===== config.mk =====
export PLATFORM = sky130hd
export DESIGN_NAME = apb_rr_master
export DESIGN_NICKNAME = d
export VERILOG_FILES = /design/src/rtl/apb_rr_master.sv
export SDC_FILE = /design/constraint.sdc
export NUM_CORES = 1
export LEC_CHECK = 0
export ABC_AREA = 1
export ABC_CLOCK_PERIOD_IN_PS = 4500
export BUFFER_PORTS_ARGS = -buffer_cell sky130_fd_sc_hd__clkbuf_2
export CAP_MARGIN = 25
export CORE_ASPECT_RATIO = 1.5
export CORE_MARGIN = 3
export CORE_UTILIZATION = 46
export CTS_CLUSTER_SIZE = 30
export DETAILED_ROUTE_END_ITERATION = 10
export PLACE_DENSITY = 0.91
export REMOVE_ABC_BUFFERS = 1
export SLEW_MARGIN = 20
export SYNTH_ARGS = -nofsm -noshare
export SYNTH_HDL_FRONTEND = slang
export SYNTH_SLANG_ARGS = --single-unit

===== constraint.sdc =====
create_clock -name i_clk -period 4.5 [get_ports i_clk]
set_input_delay 0.9 -clock i_clk [delete_from_list [all_inputs] [get_ports i_clk]]
set_output_delay 0.9 -clock i_clk [all_outputs]
set_load 0.01 [all_outputs]

===== src/rtl/apb_rr_master.sv =====
// Round-robin APB master: arbitrates NUM_REQ requesters onto one APB slave port.
// Latency: request seen in IDLE -> SETUP +1, ACCESS +2, done pulse +3 (+1 per slave wait cycle).
// Backpressure: slave wait states stretch ACCESS; other requests stay pending until the next IDLE.
// Optional feature macro: APB_TIMEOUT_EN (abort ACCESS after TIMEOUT_CYCLES wait cycles).
module apb_rr_master #(
  parameter int ADDR_WIDTH     = 32,
  parameter int DATA_WIDTH     = 32,
  parameter int NUM_REQ        = 2,
  parameter int TIMEOUT_CYCLES = 16
) (
  input  logic                          i_clk,
  input  logic                          i_reset,
  input  logic [NUM_REQ-1:0]            i_req,
  input  logic [NUM_REQ-1:0]            i_req_write,
  input  logic [NUM_REQ*ADDR_WIDTH-1:0] i_req_addr,
  input  logic [NUM_REQ*DATA_WIDTH-1:0] i_req_wdata,
  output logic [NUM_REQ-1:0]            o_req_done,
  output logic [DATA_WIDTH-1:0]         o_req_rdata,
  output logic                          o_req_err,
  output logic                          o_busy,
  output logic                          o_psel,
  output logic                          o_penable,
  output logic                          o_pwrite,
  output logic [ADDR_WIDTH-1:0]         o_paddr,
  output logic [DATA_WIDTH-1:0]         o_pwdata,
  input  logic                          i_pready,
  input  logic                          i_pslverr,
  input  logic [DATA_WIDTH-1:0]         i_prdata
);

  localparam int GW = (NUM_REQ > 1) ? $clog2(NUM_REQ) : 1;

  typedef enum logic [1:0] {
    S_IDLE   = 2'd0,
    S_SETUP  = 2'd1,
    S_ACCESS = 2'd2,
    S_DONE   = 2'd3
  } state_t;

  state_t                  r_state, w_state_nxt;
  logic [GW-1:0]           r_last_grant, w_last_grant_nxt;
  logic [GW-1:0]           r_grant, w_grant_nxt;
  logic                    r_psel, w_psel_nxt;
  logic                    r_penable, w_penable_nxt;
  logic                    r_pwrite, w_pwrite_nxt;
  logic [ADDR_WIDTH-1:0]   r_paddr, w_paddr_nxt;
  logic [DATA_WIDTH-1:0]   r_pwdata, w_pwdata_nxt;
  logic [NUM_REQ-1:0]      r_done, w_done_nxt;
  logic [DATA_WIDTH-1:0]   r_rdata, w_rdata_nxt;
  logic                    r_err, w_err_nxt;
  logic                    r_busy, w_busy_nxt;

  logic                    w_found_lo, w_found_hi;
  logic [GW-1:0]           w_win_lo, w_win_hi, w_winner;
  logic                    w_sel_write;
  logic [ADDR_WIDTH-1:0]   w_sel_addr;
  logic [DATA_WIDTH-1:0]   w_sel_wdata;

`ifdef APB_TIMEOUT_EN
  localparam int CW = $clog2(TIMEOUT_CYCLES + 1);
  logic [CW-1:0]           r_cnt, w_cnt_nxt;
`endif

  // Round-robin pick: first set request above last_grant, otherwise first set request from 0.
  always_comb begin
    w_found_lo  = 1'b0;
    w_found_hi  = 1'b0;
    w_win_lo    = '0;
    w_win_hi    = '0;
    w_sel_write = 1'b0;
    w_sel_addr  = '0;
    w_sel_wdata = '0;
    for (int i = 0; i < NUM_REQ; i++) begin
      if (i_req[i] && !w_found_lo) begin
        w_found_lo = 1'b1;
        w_win_lo   = GW'(i);
      end
      if (i_req[i] && !w_found_hi && (GW'(i) > r_last_grant)) begin
        w_found_hi = 1'b1;
        w_win_hi   = GW'(i);
      end
    end
    w_winner = w_found_hi ? w_win_hi : w_win_lo;
    for (int i = 0; i < NUM_REQ; i++) begin
      if (GW'(i) == w_winner) begin
        w_sel_write = i_req_write[i];
        w_sel_addr  = i_req_addr[i*ADDR_WIDTH +: ADDR_WIDTH];
        w_sel_wdata = i_req_wdata[i*DATA_WIDTH +: DATA_WIDTH];
      end
    end
  end

  // Next-state and next-output decode; done/err/rdata default to 0 so they only pulse in DONE.
  always_comb begin
    w_state_nxt      = r_state;
    w_last_grant_nxt = r_last_grant;
    w_grant_nxt      = r_grant;
    w_psel_nxt       = r_psel;
    w_penable_nxt    = r_penable;
    w_pwrite_nxt     = r_pwrite;
    w_paddr_nxt      = r_paddr;
    w_pwdata_nxt     = r_pwdata;
    w_done_nxt       = '0;
    w_rdata_nxt      = '0;
    w_err_nxt        = 1'b0;
`ifdef APB_TIMEOUT_EN
    w_cnt_nxt        = r_cnt;
`endif
    case (r_state)
      S_IDLE: begin
        w_psel_nxt    = 1'b0;
        w_penable_nxt = 1'b0;
        if (w_found_lo) begin
          w_psel_nxt       = 1'b1;
          w_pwrite_nxt     = w_sel_write;
          w_paddr_nxt      = w_sel_addr;
          w_pwdata_nxt     = w_sel_wdata;
          w_grant_nxt      = w_winner;
          w_last_grant_nxt = w_winner;
          w_state_nxt      = S_SETUP;
        end
      end
      S_SETUP: begin
        w_penable_nxt = 1'b1;
        w_state_nxt   = S_ACCESS;
`ifdef APB_TIMEOUT_EN
        w_cnt_nxt     = '0;
`endif
      end
      S_ACCESS: begin
        if (i_pready) begin
          w_rdata_nxt          = r_pwrite ? '0 : i_prdata;
          w_err_nxt            = i_pslverr;
          w_psel_nxt           = 1'b0;
          w_penable_nxt        = 1'b0;
          w_done_nxt[r_grant]  = 1'b1;
          w_state_nxt          = S_DONE;
        end
`ifdef APB_TIMEOUT_EN
        else if (r_cnt == CW'(TIMEOUT_CYCLES - 1)) begin
          // Slave never answered: abort with an error and no data.
          w_err_nxt            = 1'b1;
          w_psel_nxt           = 1'b0;
          w_penable_nxt        = 1'b0;
          w_done_nxt[r_grant]  = 1'b1;
          w_cnt_nxt            = CW'(TIMEOUT_CYCLES);
          w_state_nxt          = S_DONE;
        end else begin
          w_cnt_nxt = r_cnt + CW'(1);
        end
`endif
      end
      S_DONE: begin
        w_state_nxt = S_IDLE;
      end
      default: begin
        w_state_nxt = S_IDLE;
      end
    endcase
    w_busy_nxt = (w_state_nxt != S_IDLE);
  end

  // State and registered outputs; async reset clears everything and rearms requester 0 as first.
  always_ff @(posedge i_clk or posedge i_reset) begin
    if (i_reset) begin
      r_state      <= S_IDLE;
      r_last_grant <= GW'(NUM_REQ - 1);
      r_grant      <= '0;
      r_psel       <= 1'b0;
      r_penable    <= 1'b0;
      r_pwrite     <= 1'b0;
      r_paddr      <= '0;
      r_pwdata     <= '0;
      r_done       <= '0;
      r_rdata      <= '0;
      r_err        <= 1'b0;
      r_busy       <= 1'b0;
`ifdef APB_TIMEOUT_EN
      r_cnt        <= '0;
`endif
    end else begin
      r_state      <= w_state_nxt;
      r_last_grant <= w_last_grant_nxt;
      r_grant      <= w_grant_nxt;
      r_psel       <= w_psel_nxt;
      r_penable    <= w_penable_nxt;
      r_pwrite     <= w_pwrite_nxt;
      r_paddr      <= w_paddr_nxt;
      r_pwdata     <= w_pwdata_nxt;
      r_done       <= w_done_nxt;
      r_rdata      <= w_rdata_nxt;
      r_err        <= w_err_nxt;
      r_busy       <= w_busy_nxt;
`ifdef APB_TIMEOUT_EN
      r_cnt        <= w_cnt_nxt;
`endif
    end
  end

  assign o_req_done  = r_done;
  assign o_req_rdata = r_rdata;
  assign o_req_err   = r_err;
  assign o_busy      = r_busy;
  assign o_psel      = r_psel;
  assign o_penable   = r_penable;
  assign o_pwrite    = r_pwrite;
  assign o_paddr     = r_paddr;
  assign o_pwdata    = r_pwdata;

endmodule


======== Word level (Yosys, flattened, before mapping) ========
Cells that the tools add are included.
word-level totals
  memory bits (read-only) ................. 0
  bits in writable memories ............... 0
  bits in latches ......................... 0
  memories ................................ 0
  input bits .............................. 168
  output and inout bits ................... 103
  bits in registers ....................... 107
operators by class
  $add $sub $neg .......................... 0
  bitwise logic cells ..................... 0
  reduce and logical (&&, ||, !) cells .... 14
  multipliers ............................. 0
  mux-type cells .......................... 26
  eq/ne operators ......................... 4
  order comparisons ....................... 4
  divide/modulo/power cells ............... 0
  shifts and indexed selects .............. 0
operators by type and width
  kind                                                         count
  two-way mux 32 bit                                           5
  two-way mux 1 bit                                            13
  two-way mux 2 bit                                            4
  case mux 2 bit (4 select lines)                              1
  AND reduction 2 bit                                          3
  logical AND 1 bit                                            5
  == test 2 bit (second input constant)                        2
  nonzero test 2 bit                                           2
  case mux 1 bit (3 select lines)                              1
  nonzero test 3 bit                                           1
  == test 2 x 1 -> 1 bit (second input constant)               1
  > comparator 1 bit (first input constant)                    2
  logical NOT 1 bit                                            2
  logical NOT 2 bit                                            1
  less-than comparator 1 x 2 -> 1 bit (second input constant)  1
  != test 2 bit (second input constant)                        1
  case mux 1 bit (2 select lines)                              1
  demux 1 bit (select 1 bit)                                   1
  >= comparator 1 bit (second input constant)                  1

======== Logic depth before layout (Yosys ltp) ========
Gate-level depths: netlist (run 1).
  word-level depth ........................ 9
  mapped depth ............................ 9
  depth with buffers taken out ............ 7

======== Worst setup path after synthesis (run 1) ========
No wires, ideal clock.
  kind .................................... input-to-reg
  start ................................... input i_req[0]
  end ..................................... register r_pwdata[15], in the netlist o_pwdata[15]
  path slack .............................. 2.734 ns
  cell stages on the path ................. 6
  data arrival time ....................... 1.649 ns
  data required time ...................... 4.382 ns
  cells stage by stage .................... nand2_1 -> buf_2 -> clkbuf_1 -> nand3_1 -> nand3_1 -> nand2_1
on the way
  word-level cells in the longest chain between the ends .. 8
  elaborated cells on any way between the ends .. 15
  classes of those cells .................. mux (8); reduce/logical (7)
RTL lines
  element                         RTL line  RTL
  from (decl)                     13        input logic [NUM_REQ-1:0] i_req,
  logical AND 1 bit               78        if (i_req[i] && !w_found_hi && (GW'(i) > r_last_grant)) begin
  two-way mux 1 bit               78
  logical NOT 1 bit               78
  logical AND 1 bit (2 in a row)  78
  two-way mux 1 bit               78
  two-way mux 1 bit               83        w_winner = w_found_hi ? w_win_hi : w_win_lo;
  two-way mux 32 bit              85        if (GW'(i) == w_winner) begin
  to (signal assigned)            189       r_pwdata <= w_pwdata_nxt;
  to (decl)                       47        logic [DATA_WIDTH-1:0] r_pwdata, w_pwdata_nxt;
Parallel ways exist; a longest one is shown, timed or not.
A chain may end at the register's enable or synchronous reset.

======== Worst setup path in the final report (run 1) ========
  start ................................... input i_req[1]
  end ..................................... register r_pwdata[0], in the netlist o_pwdata[0]
on the way
  word-level cells in the longest chain between the ends .. 5
  elaborated cells on any way between the ends .. 10
  classes of those cells .................. mux (6); reduce/logical (4)
RTL lines
  element                         RTL line
  logical AND 1 bit (2 in a row)  78
  two-way mux 1 bit               78
  two-way mux 1 bit               83
  two-way mux 32 bit              85
Parallel ways exist; a longest one is shown, timed or not.

==> summary.md, run 1 <==
| Metric | Value |
|---|---|
| PostCTS Resize Cnt | `0` |
| WHS Endpoint | `o_req_done[0]` |
| DP Worst Slack | `around 2 ns` |
| Met1 WL | `5.29 mm` |
| Detail Route Antenna Nets | `0` |
| Worst hold start | `r_grant` |
| FF-to-FF setup slack | `between 2 and 3 ns` |
| Worst-Skew Late Latency | `0.34 ns` |
| # clock sinks | `107` |
| Met2 WL | `approximately 7.6 mm` |
| CP Capture Type | `flip-flop` |
| Dpl hpwl | `approximately 11 mm` |
| Post-synth EDFFs | `0` |
| Reg-to-reg critical path startpoint | `r_state[0]` |
| Number of synthesized register bits | `between 100 and 150` |
| Worst r2r dst | `o_pwdata[0]` |
| Outcome | `finished clean` |
| GR Overflow Total | `0` |
| Asr flop ratio synth | `1.00` |
| Layout net count | `between 1000 and 1500` |
| IO Port Bufs | `270` |
| Slowest stage cell, crit path | `buf_4` |
| Total Neg Setup Slack | `0 ns` |
| Register area share after synthesis | `0.519` |
| DRC | `0` |
| Initial antenna violation count | `0` |
| DIE HEIGHT | `~140 um` |
| Pins over their slew limit | `0` |
| First-pass GRT wire length | `roughly 23 mm` |
| Final clock skew | `a little under 0.008 ns` |
| Leak | `approximately 0.0046 uW` |
| Top post-synthesis cells by area | `dfrtp_1 (51%), nand2_1 (15%), nand3_1 (13%)` |
| # IOs | `~270` |
| Syn-to-layout area delta | `33.5%` |
| Via count | `approximately 5100` |
| R2R depth | `7` |
| Post-CTS Hold Fix Bufs | `0` |
| Post-synth top area share | `0.514` |
| Synth top cells by count | `nand2_1 (204), inv_1 (171), nand3_1 (131)` |
| Hold Crit Class | `flip-flop to flip-flop` |
| Root Buffer | `clkbuf_16` |
| Worst Hold Depth | `1` |
| Drt wl/cell | `roughly 13 um` |
| Count leader, synth | `nand2_1` |
| Core area | `around 0.011 mm2` |
| Die outline area | `~0.013 mm2` |
| Initial Util | `0.480` |
| Min cycle time layout | `2.17 ns` |
| Synth warn | `0` |
| Top layer in use | `met4` |
| Synth area leader | `dfrtp_1` |
| Synthesized netlist cell count | `702` |
| Htree depth | `3` |
| Post-route setup slack | `2.33 ns` |
| Fin crit share | `0.482` |
| Met3 routed WL | `1.04 mm` |
| Slew Limit Headroom | `0.408` |
| Setup-failing EPs final | `0` |
| Fin util | `0.641` |
| Crit path kind | `input pin to flip-flop` |
| Syn_area_per_cell | `around 7.4 um2` |
| Worst-Margin Slew | `between 0.8 and 0.9 ns` |
| ANT cells | `0` |
| Cts bufs inserted | `9` |
| Drt first-iter violations | `around 240` |
| Ys flop type | `dfrtp_1` |
| # Post-CTS Setup Buffers | `0` |
| GRT Util Overall | `0.229` |
| CP Cell Sequence | `clkbuf_2 -> nor2_1 -> nor2_4 -> buf_4 -> nand3_1 -> nand2_1` |
| Final WL | `14.5 mm` |
| Peak supply drop | `around 0.33 mV` |
| Worst Path Arrival | `~2.4 ns` |
| Drt pass-1 iters | `5` |
| Post-Syn Area | `0.00516 mm2` |
| Crit path launch type | `input pin` |
| Max-cap viol count | `0` |
| Largest stage delay, worst path | `about 0.55 ns` |
| TritonCTS clock tree | `done` |
| Fillers | `954` |
| Clock-pin transition on the worst setup and hold timing paths | `roughly 0.070 ns` |
| Final Hold Fails | `0` |
| Die W | `between 90 and 100 um` |
| Worst path required time | `about 4.8 ns` |
| Row cnt | `between 40 and 50` |
| RSZ-0062 raised after global routing | `false` |
| Layout cell share with drive strength beyond 1 | `0.312` |
| Fmax | `461 MHz` |
| Synth unique cells | `16` |
| Crit Path Max Fanout | `67` |
| Gp weighted congestion | `about 0.84` |
| Clock Tree Buf Depth | `2` |
| Vias per Instance | `4.64` |
| Power density cells | `around 570 mW/mm2` |
| Largest net degree at the start of global routing | `76` |
| Number of global-route vias before repair | `between 4000 and 5000` |
-- placed cells by master, fill, tap and decap left out, drive strengths merged --
cell type | Yosys | layout
clkinvlp | 0 | 1
o21ai | 6 | 6
nand3b | 1 | 1
clkinv | 0 | 2
clkbuf | 8 | 279
nand2 | 204 | 204
buf | 31 | 6
nand3 | 131 | 131
dfstp | 1 | 1
dfrtp | 106 | 106
or2 | 1 | 1
bufinv | 0 | 2
inv | 172 | 173
ha | 3 | 3
nor2 | 38 | 38
-- area by class of cell --
cell class | count | area, um2 | share of cell area
inverters | 172 | 648 | 0.0940
clock buffers | 9 | 225 | 0.0327
clock inverters | 6 | 90.1 | 0.0131
well taps | 144 | 180 | 0.0261
flip-flops and latches | 107 | 2680 | 0.389
repair buffers | 276 | 1410 | 0.204
multi-input cells | 384 | 1660 | 0.241
-- kinds of logic (layout without fill, tap and decap cells) --
group	Yosys count	in the layout	share of synthesized area
simple gates	375	375	0.307
buf+inv	211	463	0.161
flops	107	107	0.519
compound gates	6	6	0.00581
fa+ha+maj	3	3	0.00727
-- registers in the layout, indices dropped and copies added (netlist names), 2 cells and up --
signal and cells:
o_paddr 32, o_pwdata 32, o_req_done 2, o_req_rdata 32, r_state 2
-- power by group --
| group | switching [uW] | internal [uW] | leakage [uW] |
|---|---|---|---|
| sequential | 191 | 1340 | 0.00136 |
| clock | 343 | 486 | 0.000152 |
| combinational | 1000 | 586 | 0.00305 |
| total | 1540 | 2410 | 0.00456 |
-- worst max-delay path: cells and delay by family --
family / cells / cell delay (ns)
AND/OR/NAND/NOR: 4 / 0.58
buffers and inverters: 2 / 0.88
-- how the worst max path moves through the flow --
stage / start / to / slack (ns) / cells after the start
after detailed placement: i_req[1] / o_pwdata[0] / 2.01 / 6
after floorplan: i_reset / o_busy / 0.78 / 1
after global placement: i_req[1] / o_paddr[11] / 1.92 / 6
after global routing: i_req[1] / o_paddr[5] / 2.30 / 6
final: i_req[1] / o_pwdata[0] / 2.33 / 6
after CTS: i_req[1] / o_pwdata[0] / 2.36 / 6
-- through the flow --
step,std cells,hold WS (ns),instance area [um2],total power (uW)
global placement,1082,0.417,6550,3060
global route,1098,0.476,6890,4240
CTS,1098,0.430,6890,3980
finish,1098,0.430,6890,3950
floorplan,663,0.403,4980,2410
detailed placement,1083,0.421,6580,3150
-- metal layers --
metal | track usage | up-vias
met3 | 0.0361 | 39
li1 | - | 2541
met4 | 0.116 | 0
met5 | 0 | -
met2 | 0.411 | 228
met1 | 0.262 | 2282
(Power assumes the default switching activity.)
==> run 2: changes to the inputs <==
- ABC_CLOCK_PERIOD_IN_PS: 4500 -> 1740
- CORE_UTILIZATION: 46 -> 41
- PLACE_DENSITY: 0.91 -> 0.87
- clock period: 4.5 -> 1.74 ns (I/O delays scaled with it)
==> run 2 against run 1 <==
Critical path depth rose by 2. Combinational power rose to 2.7 times the previous value. Clock power rose to 2.5 times the previous value. Design area rose by 1.6%. Sequential share of layout area fell by 0.61 points. Largest power group unchanged. Utilization fell by 6.4 points. Largest cell class unchanged. Die area rose by 12%. Global-route usage fell by 1.9 points. Hold slack got worse by 0.38 ns.
==> summary.md, run 2 (same netlist as run 1, synthesis figures left out) <==
| Metric | Value |
|---|---|
| Outcome | `finished clean` |
| Worst path required time | `about 2 ns` |
| Slowest stage cell, crit path | `dfrtp_1` |
| Hold Crit Class | `input pin to asynchronous set/reset pin` |
| Min cycle time layout | `1.62 ns` |
| # IOs | `271` |
| Leak | `about 0.0046 uW` |
| Final Hold Fails | `0` |
| DIE HEIGHT | `around 140 um` |
| Setup-failing EPs final | `0` |
| Slew Limit Headroom | `0.649` |
| Clock Tree Buf Depth | `2` |
| Fin crit share | `0.928` |
| DRC | `0` |
| Initial Util | `0.425` |
| Placed cell count | `approximately 1100` |
| Layout cell share with drive strength beyond 1 | `0.318` |
| CP Buf/Inv Count | `4` |
| Most frequent cells in the layout | `clkbuf_2 (270), nand2_1 (202), inv_1 (170)` |
| CP top delay family | `buffers and inverters` |
| Drt first-iter violations | `200` |
| Crit Path Max Fanout | `24` |
| Commonest non-fill, non-tap cell in the layout | `clkbuf_2` |
| IO Port Bufs | `270` |
| Root Buffer | `clkbuf_16` |
| Clock-pin transition on the worst setup and hold timing paths | `0.07 ns` |
| Htree depth | `3` |
| Dpl hpwl | `11.3 mm` |
| Row cnt | `49` |
| Post-CTS Hold Fix Bufs | `0` |
| TritonCTS clock tree | `done` |
| Syn-to-layout area delta | `35.6%` |
| GR Overflow Total | `0` |
| PostCTS Resize Cnt | `0` |
| Power density cells | `approximately 1500 mW/mm2` |
| Total Neg Setup Slack | `0 ns` |
| Die outline area | `~0.014 mm2` |
| Core area | `between 0.01 and 0.015 mm2` |
| Cts bufs inserted | `9` |
| Final clock skew | `0.00938 ns` |
| Fin util | `0.577` |
| Vias per Instance | `between 4 and 5` |
| Drt pass-1 iters | `4` |
| Via count | `5197` |
| RSZ-0062 raised after global routing | `false` |
| Peak supply drop | `around 0.88 mV` |
| Detail Route Antenna Nets | `0` |
| Initial antenna violation count | `0` |
| Pins over their slew limit | `0` |
| Gp weighted congestion | `0.851` |
| Max-cap viol count | `0` |
| First-pass GRT wire length | `23.8 mm` |
| Crit path kind | `flip-flop to flip-flop` |
| Die W | `just under 100 um` |
| # clock sinks | `about 110` |
| Final WL | `around 15 mm` |
| Worst Path Arrival | `~1.8 ns` |
| Worst-Skew Late Latency | `~0.34 ns` |
| Total chip power | `slightly above 10000 uW` |
| Largest stage delay, worst path | `approximately 0.4 ns` |
| Layout Cells excl Fill | `roughly 1100` |
| GRT Util Overall | `0.211` |
| ANT cells | `0` |
| CP Cell Sequence | `inv_1 -> ha_2 -> inv_1 -> nor2_4 -> inv_2 -> buf_4 -> nand2_1 -> nand2_1` |
| # Post-CTS Setup Buffers | `0` |
| Largest net degree at the start of global routing | `67` |
| FF-to-FF setup slack | `0.12 ns` |
| Drt wl/cell | `~13 um` |
| Worst-Margin Slew | `between 0.5 and 0.6 ns` |
| Layout net count | `between 1000 and 1500` |
| Number of global-route vias before repair | `a little over 5000` |
| CP Capture Type | `flip-flop` |
| Fmax | `roughly 620 MHz` |
| Crit path launch type | `flip-flop` |
==> run 2: routing by layer <==
metal / track usage / routed length [um] / vias up
met5: 0 / 0 / -
met4: 0.0853 / 446 / 0
met3: 0.0471 / 1120 / 34
met2: 0.386 / 7870 / 237
met1: 0.237 / 5430 / 2371
li1: - / - / 2555
==> run 2: metrics by stage <==
step                      area, um2  worst slack (ns)  hold WS (ns)
after floorplan                4980             -1.42         0.403
after global placement         6690             0.185         0.412
after detailed placement       6690             0.131         0.418
after CTS                      7000            0.0847        0.0505
after global routing           7000            0.0185        0.0599
final                          7000             0.125        0.0464
==> run 2: final timing paths <==
kind / cells past startpoint / end / start
worst min-delay path: 3 / o_pwdata[6] / i_reset
worst max register to register: 8 / o_paddr[28] / r_state[0]
min in group i_clk: 3 / o_req_rdata[15] / i_prdata[15]
worst max-delay path: 8 / o_paddr[28] / r_state[0]
worst min register to register: 1 / o_req_done[0] / r_grant
max in group asynchronous: 3 / o_pwdata[0] / i_reset
==> run 2: tightest hold or removal path: stages <==
cell and delay [ns]:
clkbuf_2 0.10, inv_4 0.07, buf_12 0.24
==> run 2: area by class of cell <==
cell class / instances / area [um2]
inverter: 172 / 648
fill: 1126 / 5130
timing repair buffer: 281 / 1510
multi-input combinational: 384 / 1660
tap: 153 / 191
clock buffer: 10 / 239
sequential: 107 / 2680
clock inverter: 6 / 71.3
==> run 2: power breakdown <==
part | internal [uW] | switching [uW] | total (uW)
Combinational | 1620 | 2610 | 4240
Sequential | 3460 | 521 | 3990
Clock | 1170 | 926 | 2100
